**src/rtl/inst_loader.sv**
```systemverilog
// -----------------------------------------------------------------------------
// inst_loader
//
// Byte-serial program loader feeding the write port of the instruction RAM.
// Host bytes arrive least-significant first and are packed into INST_W-bit
// instruction words, which are written to consecutive RAM addresses starting
// at Load_Base.  The word is written raw, so opcode and register fields land
// wherever the instruction format places them.  The CPU is expected to stay
// off the RAM while Busy is high.
//
// Optional feature (macro LOADER_CHECKSUM_EN):
//   When defined, a running BYTE_W-bit sum of all data bytes is kept.  After
//   the last word one extra checksum byte is accepted; if (sum + byte) is not
//   zero modulo 2^BYTE_W, Error is set and stays set until the next accepted
//   Load_Start.  When undefined there is no CHECK state and Error is tied 0.
//
// Ports
//   Clk          in   clock, all logic on the rising edge
//   Reset_n      in   synchronous active-low reset
//   Load_Start   in   start a load (honoured only while idle)
//   Load_Base    in   first RAM address, captured on Load_Start
//   Load_Count   in   number of instructions, captured on Load_Start
//   Byte_In      in   host data byte
//   Byte_Valid   in   Byte_In valid
//   Byte_Ready   out  loader accepts a byte (transfer = Byte_Valid & Byte_Ready)
//   Ram_We       out  RAM write strobe, one cycle per instruction
//   Ram_Addr     out  RAM write address (holds last written value)
//   Ram_Inst_In  out  packed instruction word (holds last written value)
//   Busy         out  load in progress
//   Done         out  one-cycle pulse at the end of a load
//   Error        out  checksum fault (always 0 without LOADER_CHECKSUM_EN)
//
// States
//   state     | meaning
//   S_IDLE    | waiting for Load_Start
//   S_COLLECT | accepting the bytes of one instruction word
//   S_WRITE   | one-cycle RAM write of the packed word
//   S_CHECK   | accepting the trailing checksum byte (checksum build only)
//   S_DONE    | one-cycle completion pulse
// -----------------------------------------------------------------------------
module inst_loader #(
    parameter int INST_W     = 16,
    parameter int MEM_ADDR_W = 8,
    parameter int BYTE_W     = 8
) (
    input  logic                  Clk,
    input  logic                  Reset_n,
    input  logic                  Load_Start,
    input  logic [MEM_ADDR_W-1:0] Load_Base,
    input  logic [MEM_ADDR_W:0]   Load_Count,
    input  logic [BYTE_W-1:0]     Byte_In,
    input  logic                  Byte_Valid,
    output logic                  Byte_Ready,
    output logic                  Ram_We,
    output logic [MEM_ADDR_W-1:0] Ram_Addr,
    output logic [INST_W-1:0]     Ram_Inst_In,
    output logic                  Busy,
    output logic                  Done,
    output logic                  Error
);

    localparam int NBYTES = (INST_W + BYTE_W - 1) / BYTE_W;
    localparam int IDX_W  = (NBYTES > 1) ? $clog2(NBYTES) : 1;
    localparam int BUF_W  = NBYTES * BYTE_W;
    localparam logic [IDX_W-1:0]    LAST_IDX = IDX_W'(NBYTES - 1);
    localparam logic [MEM_ADDR_W:0] ONE_LEFT = (MEM_ADDR_W + 1)'(1);

    typedef enum logic [2:0] {
        S_IDLE    = 3'd0,
        S_COLLECT = 3'd1,
        S_WRITE   = 3'd2,
`ifdef LOADER_CHECKSUM_EN
        S_CHECK   = 3'd3,
`endif
        S_DONE    = 3'd4
    } state_t;

    state_t                state;
    state_t                state_nxt;

    logic [IDX_W-1:0]      byte_idx;
    logic [MEM_ADDR_W-1:0] addr;
    logic [MEM_ADDR_W:0]   remaining;
    logic [BUF_W-1:0]      word_buf;
    logic [BUF_W-1:0]      buf_nxt;
    logic [MEM_ADDR_W-1:0] ram_addr_q;
    logic [INST_W-1:0]     ram_inst_q;

    logic                  byte_ready;
    logic                  xfer;
    logic                  last_byte;

`ifdef LOADER_CHECKSUM_EN
    logic [BYTE_W-1:0]     sum;
    logic [BYTE_W-1:0]     sum_chk;
    logic                  error_q;
`endif

    assign xfer      = Byte_Valid & byte_ready;
    assign last_byte = (byte_idx == LAST_IDX);

    // Word buffer with the incoming byte merged in at the current position.
    // Bits above INST_W in the final byte are never forwarded to the RAM.
    always_comb begin
        buf_nxt = word_buf;
        buf_nxt[byte_idx * BYTE_W +: BYTE_W] = Byte_In;
    end

`ifdef LOADER_CHECKSUM_EN
    assign sum_chk = sum + Byte_In;
`endif

    // ---------------------------------------------------------------- state
    always_ff @(posedge Clk) begin
        if (!Reset_n) begin
            state <= S_IDLE;
        end else begin
            state <= state_nxt;
        end
    end

    // ----------------------------------------------------------- next state
    always_comb begin
        state_nxt = state;
        case (state)
            S_IDLE: begin
                if (Load_Start) begin
                    if (Load_Count == '0) begin
`ifdef LOADER_CHECKSUM_EN
                        state_nxt = S_CHECK;
`else
                        state_nxt = S_DONE;
`endif
                    end else begin
                        state_nxt = S_COLLECT;
                    end
                end
            end
            S_COLLECT: begin
                if (xfer && last_byte) begin
                    state_nxt = S_WRITE;
                end
            end
            S_WRITE: begin
                if (remaining == ONE_LEFT) begin
`ifdef LOADER_CHECKSUM_EN
                    state_nxt = S_CHECK;
`else
                    state_nxt = S_DONE;
`endif
                end else begin
                    state_nxt = S_COLLECT;
                end
            end
`ifdef LOADER_CHECKSUM_EN
            S_CHECK: begin
                if (xfer) begin
                    state_nxt = S_DONE;
                end
            end
`endif
            S_DONE: begin
                state_nxt = S_IDLE;
            end
            default: begin
                state_nxt = S_IDLE;
            end
        endcase
    end

    // -------------------------------------------------------------- outputs
    always_comb begin
        byte_ready = 1'b0;
        Ram_We     = 1'b0;
        Busy       = 1'b1;
        Done       = 1'b0;
        case (state)
            S_IDLE:    Busy       = 1'b0;
            S_COLLECT: byte_ready = 1'b1;
            S_WRITE:   Ram_We     = 1'b1;
`ifdef LOADER_CHECKSUM_EN
            S_CHECK:   byte_ready = 1'b1;
`endif
            S_DONE:    Done       = 1'b1;
            default:   Busy       = 1'b0;
        endcase
    end

    assign Byte_Ready  = byte_ready;
    assign Ram_Addr    = ram_addr_q;
    assign Ram_Inst_In = ram_inst_q;

`ifdef LOADER_CHECKSUM_EN
    assign Error = error_q;
`else
    assign Error = 1'b0;
`endif

    // ------------------------------------------------------------- datapath
    // Ram_Addr/Ram_Inst_In are loaded on the edge that accepts the last byte
    // of a word, so they change exactly as WRITE begins and then hold until
    // the next word is complete.
    always_ff @(posedge Clk) begin
        if (!Reset_n) begin
            byte_idx   <= '0;
            addr       <= '0;
            remaining  <= '0;
            word_buf   <= '0;
            ram_addr_q <= '0;
            ram_inst_q <= '0;
`ifdef LOADER_CHECKSUM_EN
            sum        <= '0;
            error_q    <= 1'b0;
`endif
        end else begin
            case (state)
                S_IDLE: begin
                    if (Load_Start) begin
                        addr      <= Load_Base;
                        remaining <= Load_Count;
                        byte_idx  <= '0;
`ifdef LOADER_CHECKSUM_EN
                        sum       <= '0;
                        error_q   <= 1'b0;
`endif
                    end
                end
                S_COLLECT: begin
                    if (xfer) begin
                        word_buf <= buf_nxt;
`ifdef LOADER_CHECKSUM_EN
                        sum      <= sum_chk;
`endif
                        if (last_byte) begin
                            byte_idx   <= '0;
                            ram_addr_q <= addr;
                            ram_inst_q <= buf_nxt[INST_W-1:0];
                        end else begin
                            byte_idx <= byte_idx + 1'b1;
                        end
                    end
                end
                S_WRITE: begin
                    // Address wraps naturally at 2^MEM_ADDR_W.
                    addr      <= addr + 1'b1;
                    remaining <= remaining - 1'b1;
                end
`ifdef LOADER_CHECKSUM_EN
                S_CHECK: begin
                    if (xfer && (sum_chk != '0)) begin
                        error_q <= 1'b1;
                    end
                end
`endif
                default: begin
                end
            endcase
        end
    end

endmodule

```
**config.mk**
```make
export PLATFORM = sky130hd
export DESIGN_NAME = inst_loader
export DESIGN_NICKNAME = d
export VERILOG_FILES = /design/src/rtl/inst_loader.sv
export SDC_FILE = /design/constraint.sdc
export NUM_CORES = 1
export LEC_CHECK = 0
export ABC_CLOCK_PERIOD_IN_PS = 1700
export CAP_MARGIN = 40
export CORE_ASPECT_RATIO = 0.8
export CORE_UTILIZATION = 28
export CTS_CLUSTER_SIZE = 10
export DETAILED_ROUTE_END_ITERATION = 10
export GPL_ROUTABILITY_DRIVEN = 0
export PLACE_DENSITY_LB_ADDON = 0.15
export SETUP_SLACK_MARGIN = 0.2
export SYNTH_ARGS = -nofsm -noshare
export SYNTH_HDL_FRONTEND = slang
export SYNTH_SLANG_ARGS = --single-unit
```
**constraint.sdc**
```tcl
create_clock -name Clk -period 1.7 [get_ports Clk]
set_input_delay 0.255 -clock Clk [delete_from_list [all_inputs] [get_ports Clk]]
set_output_delay 0.255 -clock Clk [all_outputs]
set_load 0.01 [all_outputs]
```
; ---- Word level (Yosys, flattened, before mapping)
; Cells that the tools add are included.
[word_totals]
in_bits = 29
register_bits = 61
elab_cells = 50
out_inout_bits = 29
[classes]
eq_ne = 7
bitwise_logic = 1
n_reduce_logical = 11
n_shift = 2
mux = 18
n_addsub = 4
[op_table]
columns = op, n
row1 = negation 4 -> 34 bit, 1
row2 = "variable shift 8 x 34 -> 16 bit, first input constant", 1
row3 = variable part select 8 x 34 -> 16 bit, 1
row4 = one-hot mux 9 bit (2 select lines), 1
row5 = bitwise mux 16 bit, 1
row6 = one-hot mux 8 bit (2 select lines), 1
row7 = 2-to-1 mux 3 bit, 4
row8 = "== test 9 x 1 -> 1 bit, second input constant", 1
row9 = zero test 9 bit, 1
row10 = 2-to-1 mux 9 bit, 1
row11 = one-hot mux 3 bit (3 select lines), 1
row12 = "subtractor 9 x 1 -> 9 bit, second input constant", 1
row13 = "adder 8 x 1 -> 8 bit, second input constant", 1
row14 = 2-to-1 mux 8 bit, 1
row15 = 2-to-1 mux 1 bit, 7
row16 = "inequality test 2 bit, second input constant", 3
row17 = AND reduction 2 bit, 3
row18 = AND reduction 3 bit, 2
row19 = nonzero test 2 bit, 2
row20 = "== test 3 x 1 -> 1 bit, second input constant", 1
row21 = "== test 3 x 2 -> 1 bit, second input constant", 1
row22 = "== test 3 bit, second input constant", 1
row23 = zero test 3 bit, 1
row24 = OR reduction 3 bit, 1
row25 = other kinds (4), 4

; ---- Longest topological paths before layout
; Gate-level depths: netlist of run 1.
[depth]
word_depth = 6
depth_mapped = 7
depth_no_buf = 5

; ---- Least setup slack after synthesis of run 1
; OpenSTA, ideal clock, no wires.
[synth_timing]
path_kind = register -> register
start = reg state[2]
end = reg addr[5]
period_less_slack_ns = 1.546
setup_time_ns = 0.115
required_time_ns = 1.585
path_slack_ns = 0.154
t_arrival_ns = 1.431
path_buffers = 2
path_stages_with_launch = 8
path_cell_list = dfxtp_1 -> buf_6 -> or3b_1 -> buf_6 -> clkinv_8 -> nand4_1 -> and3_1 -> o21a_1
[synth_via]
elab_chain_cells = 3
elab_cells_between_ends = 6
cone_classes = eq/ne: 2 / mux: 1 / reduce/logical: 3
[synth_lines]
columns = element, line
row1 = from (decl), 78  ; state_t state;
row2 = from (signal assigned), 118  ; state <= state_nxt;
row3 = == test 3 x 2 -> 1 bit or zero test 3 bit (tied branches), 216  ; case (state)
row4 = nonzero test 2 bit (no line) or inequality test 2 bit (tied branches), n/a
row5 = AND reduction 2 bit (no line), n/a
row6 = to (signal assigned), 219  ; addr <= Load_Base;
row7 = to (signal assigned), 245  ; addr <= addr + 1'b1;
row8 = to (decl), 82  ; logic [MEM_ADDR_W-1:0] addr;
; Parallel ways exist; a longest one is shown, timed or not.
; A chain may end at the register's enable or synchronous reset.

; ---- Final worst setup path of run 1
[layout_timing]
start = reg state[2]
end = out Busy
[layout_via]
elab_chain_cells = 3
elab_cells_between_ends = 5
cone_classes = eq/ne: 3 / mux: 1 / reduce/logical: 1
[layout_lines]
columns = element, line
row1 = "== test 3 x 1 -> 1 bit, or another cell as far along", 177  ; case (state)
row2 = OR reduction 3 bit (no line) *, n/a
row3 = 2-to-1 mux 1 bit *, 177
row4 = to (decl), 57  ; output logic Busy,
; Every way passes the cells marked *; elsewhere a longest branch is shown, timed or not.

==> impl_metrics.tcl, run 1 <==
set metrics [dict create \
    track_usage_pct 14.4 \
    cts_sinks 53 \
    grt_setup_unrepaired "true" \
    p_int_w 0.00180 \
    yosysUniqueCellTypes 52 \
    routed-wl-met3_um 279 \
    final_area_mm2 0.00366 \
    nNetsFinal 386 \
    ys_seq_area_share_pct 45.0 \
    cts_tree "yes" \
    placedCellCount 440 \
    die_h_um 84.1 \
    die_x_um 105 \
    placed_area_mm2 0.00316 \
    firstDrtPassIters 5 \
    fillers 827 \
    path_max_fanout 6 \
    grt_max_degree 26 \
    crit_slowest_cell "dfxtp_2" \
    worstSetupPathType "flop to output port" \
    die_area_mm2 0.00879 \
    htree_num_levels 2 \
    crit_buf_inv 3 \
    fin_crit_ns 1.59 \
    fin_cells 463 \
    port_buffers 56 \
    worstHoldPathType "input pin to flop" \
    avgSynthCellArea_um2 8.70 \
    core_mm2 0.00806 \
    synth_area_leaders "dfxtp_1, nand2_1, a21oi_1" \
    grt_pass1_wl_mm 10.1 \
    clk_pin_slew_worst_paths_ns 0.11 \
    synth_top_flop_cell "dfxtp_1" \
    synthCells 271 \
    holdWs_ns 0.257 \
    synth_warnings 0 \
    final-hold-violation-count 0 \
    rows 29 \
    synth_xor_area_share_pct 0.372 \
    post-place-ws_ns -0.149 \
    endpoint_kind "output port" \
    synth-edff-count 0 \
    p_leak_nw 1.44 \
    critPathLaunchType "flop" \
    r2r_slack_ns 0.12 \
    fin_worst_skew_ns 0.0159 \
    clk_latency_ns 0.32 \
    switching_share_pct 27.5 \
    final_cell_mix "nand2_1, dfxtp_1, clkdlybuf4s50_1" \
    area_growth_pct 55.1 \
    clockBufferDepth 2 \
    dr_wl_met2_mm 2.78 \
    grt_remaining_overflow 0 \
    powerDensity_mw_per_mm2 680 \
    setup_violations 0 \
    crit_arrival_ns 1.33 \
    synthSimpleGateAreaFrac_pct 24.5 \
    p_seq_share_pct 53.2 \
    path_cells "buf_6 -> buf_4 -> xor2_1 -> o21a_1 -> buf_2" \
    finalPower_w 0.00249 \
    cap_violations 0 \
    num_antenna_cells 0 \
    first_global_vias 2017 \
    p_clk_share_pct 30.6 \
    synthMuxAreaShare_pct 4.51 \
    cpLargestDelayFamily "buffers and inverters" \
    synth.largest_area_cell "dfxtp_1" \
    timing.final.ws_setup_ns 0.114 \
    netlist_area_mm2 0.00236 \
    synth_top_family_by_area "simple AND/OR/NAND/NOR gates" \
    finalMaxSlewViolations 0 \
    yosys.area_share.adder_pct 1.59 \
    ys_seq_elements 53 \
    clockRootBuffer "clkbuf_8" \
    initial_utilization_pct 29.3 \
    p_switching_w 0.000683 \
    syn-num-nets 303 \
    drt_iter0_markers 47 \
    critPathRequiredTime_ns 1.44 \
    fmax_mhz 630 \
    drc_errors 0 \
    antenna_left 0 \
    power_frac_comb_pct 16.3 \
    layout-drive-gt1-share_pct 29.3 \
    fin_crit_sh_pct 93.3 \
    synth-compound-area-share_pct 17.5 \
    slowest_delay_ns 0.34 \
    routedWlPerCell_um 13.7 \
    dp_hpwl_mm 4.37 \
    vias_per_cell 4.78 \
    antenna_found_initial 0 \
    vdd_drop_max_v 0.000374 \
    routed.top_layer "met4" \
    ios 58 \
    async_reset_ff_share_pct 0 \
    drt-met1-wl_mm 3.22 \
    layout.cells.most_common "nand2_1" \
    num_vias 2213 \
    drt_wl_total_mm 6.34 \
    synth_top_area_share_pct 45.0 \
    cts_buffers 5 \
    status "complete, no violations" \
]
[power groups by stage]
stage               logic [W]  clock network (W)  registers, W
finish               0.000405           0.000759       0.00132
global route         0.000442           0.000838       0.00133
CTS                  0.000366           0.000790       0.00132
detailed placement   0.000339                  0       0.00134
global placement     0.000338                  0       0.00134
floorplan            0.000181                  0       0.00134
[metrics by stage]
| stage | util [%] | setup TNS [ns] |
|---|---|---|
| after floorplan | - | 0 |
| after global placement | 39.2 | -0.602 |
| after detailed placement | 39.2 | -0.823 |
| after CTS | 42.4 | 0 |
| after global routing | 45.4 | 0 |
| final | 45.4 | 0 |
[sequential cells by signal, indices dropped and copies added (netlist names)]
signal       count
state            3
Ram_Inst_In     16
word_buf         8
Ram_Addr         8
remaining        9
addr             8
byte_idx         1
[worst paths after layout]
path                                startpoint  cells past startpoint                      endpoint
hold reg to reg   Ram_Inst_In[10]$_SDFFE_PN0P_                      2  Ram_Inst_In[10]$_SDFFE_PN0P_
hold / removal                   Load_Count[3]                      3     remaining[3]$_SDFFE_PN0P_
setup / recovery         state[2]$_SDFFE_PN0P_                      5                          Busy
setup reg to reg         state[1]$_SDFFE_PN0P_                      4          addr[5]$_SDFFE_PN0P_
[layout make-up]
class,instances,area [um^2],share of cell area [%]
inverter,5,31.3,0.855
multi-input combinational,193,1310,35.8
tap,108,135,3.69
sequential,53,1070,29.2
timing repair buffer,96,1020,27.8
clock buffer,5,68.8,1.88
clock inverter,3,26.3,0.718
[cell families (layout without fill, tap and decap cells)]
logic type / count (synthesis) / after routing
AO/OA/AOI/OAI: 65 / 65
XOR/XNOR: 1 / 1
adder cells (fa/ha/maj): 3 / 3
buffers and inverters: 25 / 109
flip-flops: 53 / 53
multiplexers: 10 / 10
other: 1 / 1
AND/OR/NAND/NOR: 113 / 113
[worst min-delay path: cells and delay by family]
| family | cells | cell delay, ns |
|---|---|---|
| compound gates | 2 | 0.18 |
| buf+inv | 1 | 0.11 |
[cell usage after synthesis, types with 4 or more instances]
cell and count:
a21oi_1 34, dfxtp_1 53, nand3_1 8, nor2_1 18, inv_1 4, nand2_1 60
buf_4 7, mux2i_1 8, and3_1 5, clkbuf_1 9, o21ai_0 4
[layer usage]
layer / track usage [%] / up-vias
met2: 21.8 / 49
met4: 3.46 / 0
met5: 0 / -
met3: 2.81 / 5
li1: - / 1120
met1: 20.8 / 1039
[what timing repair did]
item	in CTS	in global routing
endpoints found under the setup margin	56	60
gates cloned	2	2
setup buffers	6	5
pin swaps	8	25
resized for setup	47	46
hold buffers	0	0
Power figures use the tool's default switching activity.
==> run 2, diff against run 1 <==
Settings changed: ABC_CLOCK_PERIOD_IN_PS 1700 to 1550, CORE_UTILIZATION 28 to 48.
Clock period 1.7 ns to 1.55 ns, I/O delays scaled along.
==> impl_metrics.tcl, run 2 (same netlist as run 1, synthesis figures left out) <==
set metrics [dict create \
    endpoint_kind "flop" \
    routedWlPerCell_um 16.3 \
    die_area_mm2 0.00520 \
    fin_crit_ns 1.61 \
    grt_max_degree 48 \
    vdd_drop_max_v 0.000507 \
    critPathRequiredTime_ns 1.73 \
    clk_latency_ns 0.30 \
    path_max_fanout 8 \
    powerDensity_mw_per_mm2 746 \
    path_cells "buf_6 -> or4b_4 -> buf_12 -> o211ai_1 -> a21oi_1" \
    worstHoldPathType "input pin to flop" \
    port_buffers 56 \
    firstDrtPassIters 4 \
    initial_utilization_pct 50.7 \
    ios 58 \
    dp_hpwl_mm 4.19 \
    whs_endpoint "remaining[2]$_SDFFE_PN0P_" \
    final-hold-violation-count 0 \
    fin_setup_tns_ns -0.413 \
    core_mm2 0.00465 \
    critPathLaunchType "flop" \
    die_h_um 64.7 \
    status "finished, violations left" \
    cts_sinks 53 \
    crit_buf_inv 2 \
    rows 22 \
    die_x_um 80.4 \
    fin_util_pct 80.2 \
    drt_wl_total_mm 6.97 \
    fin_worst_skew_ns 0.0101 \
    antenna_left 0 \
    first_global_vias 2161 \
    layout.cells.most_common "dfxtp_1" \
    drc_errors 0 \
    num_vias 2330 \
    finalPower_w 0.00278 \
    r2r_end "remaining[7]$_SDFFE_PN0P_" \
    post-place-ws_ns -0.257 \
    clockRootBuffer "clkbuf_8" \
    path_depth 5 \
    reg2regPathDepth 5 \
    layout-drive-gt1-share_pct 34.0 \
    vias_per_cell 5.44 \
    nNetsFinal 400 \
    p_leak_nw 1.52 \
    violations "setup timing" \
    finalMaxSlewViolations 0 \
    clk_pin_slew_worst_paths_ns 0.09 \
    placed_area_mm2 0.00323 \
    cts_buffers 5 \
    antenna_found_initial 0 \
    area_growth_pct 58.3 \
    grt_setup_unrepaired "true" \
    htree_num_levels 2 \
    drt_iter0_markers 104 \
    fillers 294 \
    fmax_mhz 623 \
    clockBufferDepth 2 \
    final_area_mm2 0.00373 \
    setup_violations 16 \
    cap_violations 0 \
    cpLargestDelayFamily "simple AND/OR/NAND/NOR gates" \
    hold_path_depth 3 \
    crit_arrival_ns 1.79 \
    num_antenna_cells 0 \
    grt_remaining_overflow 0 \
    track_usage_pct 25.0 \
    cts_tree "yes" \
    largest_reg_flops 16 \
    worstReg2RegStart "state[2]$_SDFFE_PN0P_" \
    slowest_delay_ns 0.64 \
    timing.final.ws_setup_ns -0.0554 \
    final_cell_mix "dfxtp_1, nand2_1, a21oi_1" \
    fin_crit_sh_pct 104 \
    hold_start "Load_Count[2]" \
    r2r_slack_ns -0.06 \
    worstSetupPathType "flop to flop" \
    grt_pass1_wl_mm 10.1 \
    crit_slowest_cell "or4b_4" \
]
## run 2: changes by cell type in the layout (fill, tap and decap cells not counted), moves of 3 or more
cell             before  now
a21oi_1              21   32
a21oi_2              14    3
buf_4                21   28
buf_6                11   20
clkdlybuf4s50_1      43   26
dlygate4sd2_1         1   26
dlymetal6s2s_1        8    0
nand2_1              51   41
nand2_2               8   15
nand2_4               1    4
nand3_1               6    3
nand3_2               1    4
## run 2: routing by layer
metal	wire length [um]	global-route usage (%)	vias up
met5	0	0	-
met4	47	6.47	0
met3	302	4.23	6
met2	3420	42.6	65
met1	3200	32.7	1112
li1	-	-	1147
## run 2: how the worst max path moves through the flow
stage                           from  slack, ns                        end
6_report       state[2]$_SDFFE_PN0P_      -0.06  remaining[7]$_SDFFE_PN0P_
5_1_grt        state[1]$_SDFFE_PN0P_      -0.11      state[2]$_SDFFE_PN0P_
4_1_cts        state[2]$_SDFFE_PN0P_     -0.008       addr[2]$_SDFFE_PN0P_
3_5_place_dp           Load_Count[7]      -0.26      state[2]$_SDFFE_PN0P_
3_3_place_gp           Load_Count[5]      -0.23      state[2]$_SDFFE_PN0P_
2_1_floorplan  state[2]$_SDFFE_PN0P_      0.005       addr[5]$_SDFFE_PN0P_
## run 2: metrics by stage
stage | std cells | hold WS [ns]
finish | 428 | 0.366
global route | 428 | 0.369
CTS | 419 | 0.349
detailed placement | 405 | 0.447
global placement | 405 | 0.440
floorplan | 271 | 0.350
## run 2: timing repair
item	4_1_cts	5_1_grt
setup buffers	7	6
endpoints found under the setup margin	80	56
resized for setup	76	41
hold buffers	0	0
pin swaps	21	22
gates cloned	0	3
## run 2: final cells by class
type | count | area, um^2 | area share [%]
clock buffers | 6 | 82.6 | 2.21
clock inverters | 1 | 7.51 | 0.201
inverters | 5 | 31.3 | 0.838
multi-input cells | 193 | 1390 | 37.2
flip-flops and latches | 53 | 1060 | 28.5
well taps | 60 | 75.1 | 2.01
repair buffers | 110 | 1080 | 29.0
## run 2: power breakdown
| group | internal [W] | switching [W] |
|---|---|---|
| Sequential | 0.00141 | 0.0000429 |
| Clock | 0.000354 | 0.000446 |
| Combinational | 0.000288 | 0.000245 |
## run 2: worst min-delay path: cells and delay by family
family / cells / cell delay, ns
buffers and inverters: 1 / 0.24
AO/OA/AOI/OAI: 1 / 0.07
AND/OR/NAND/NOR: 1 / 0.07
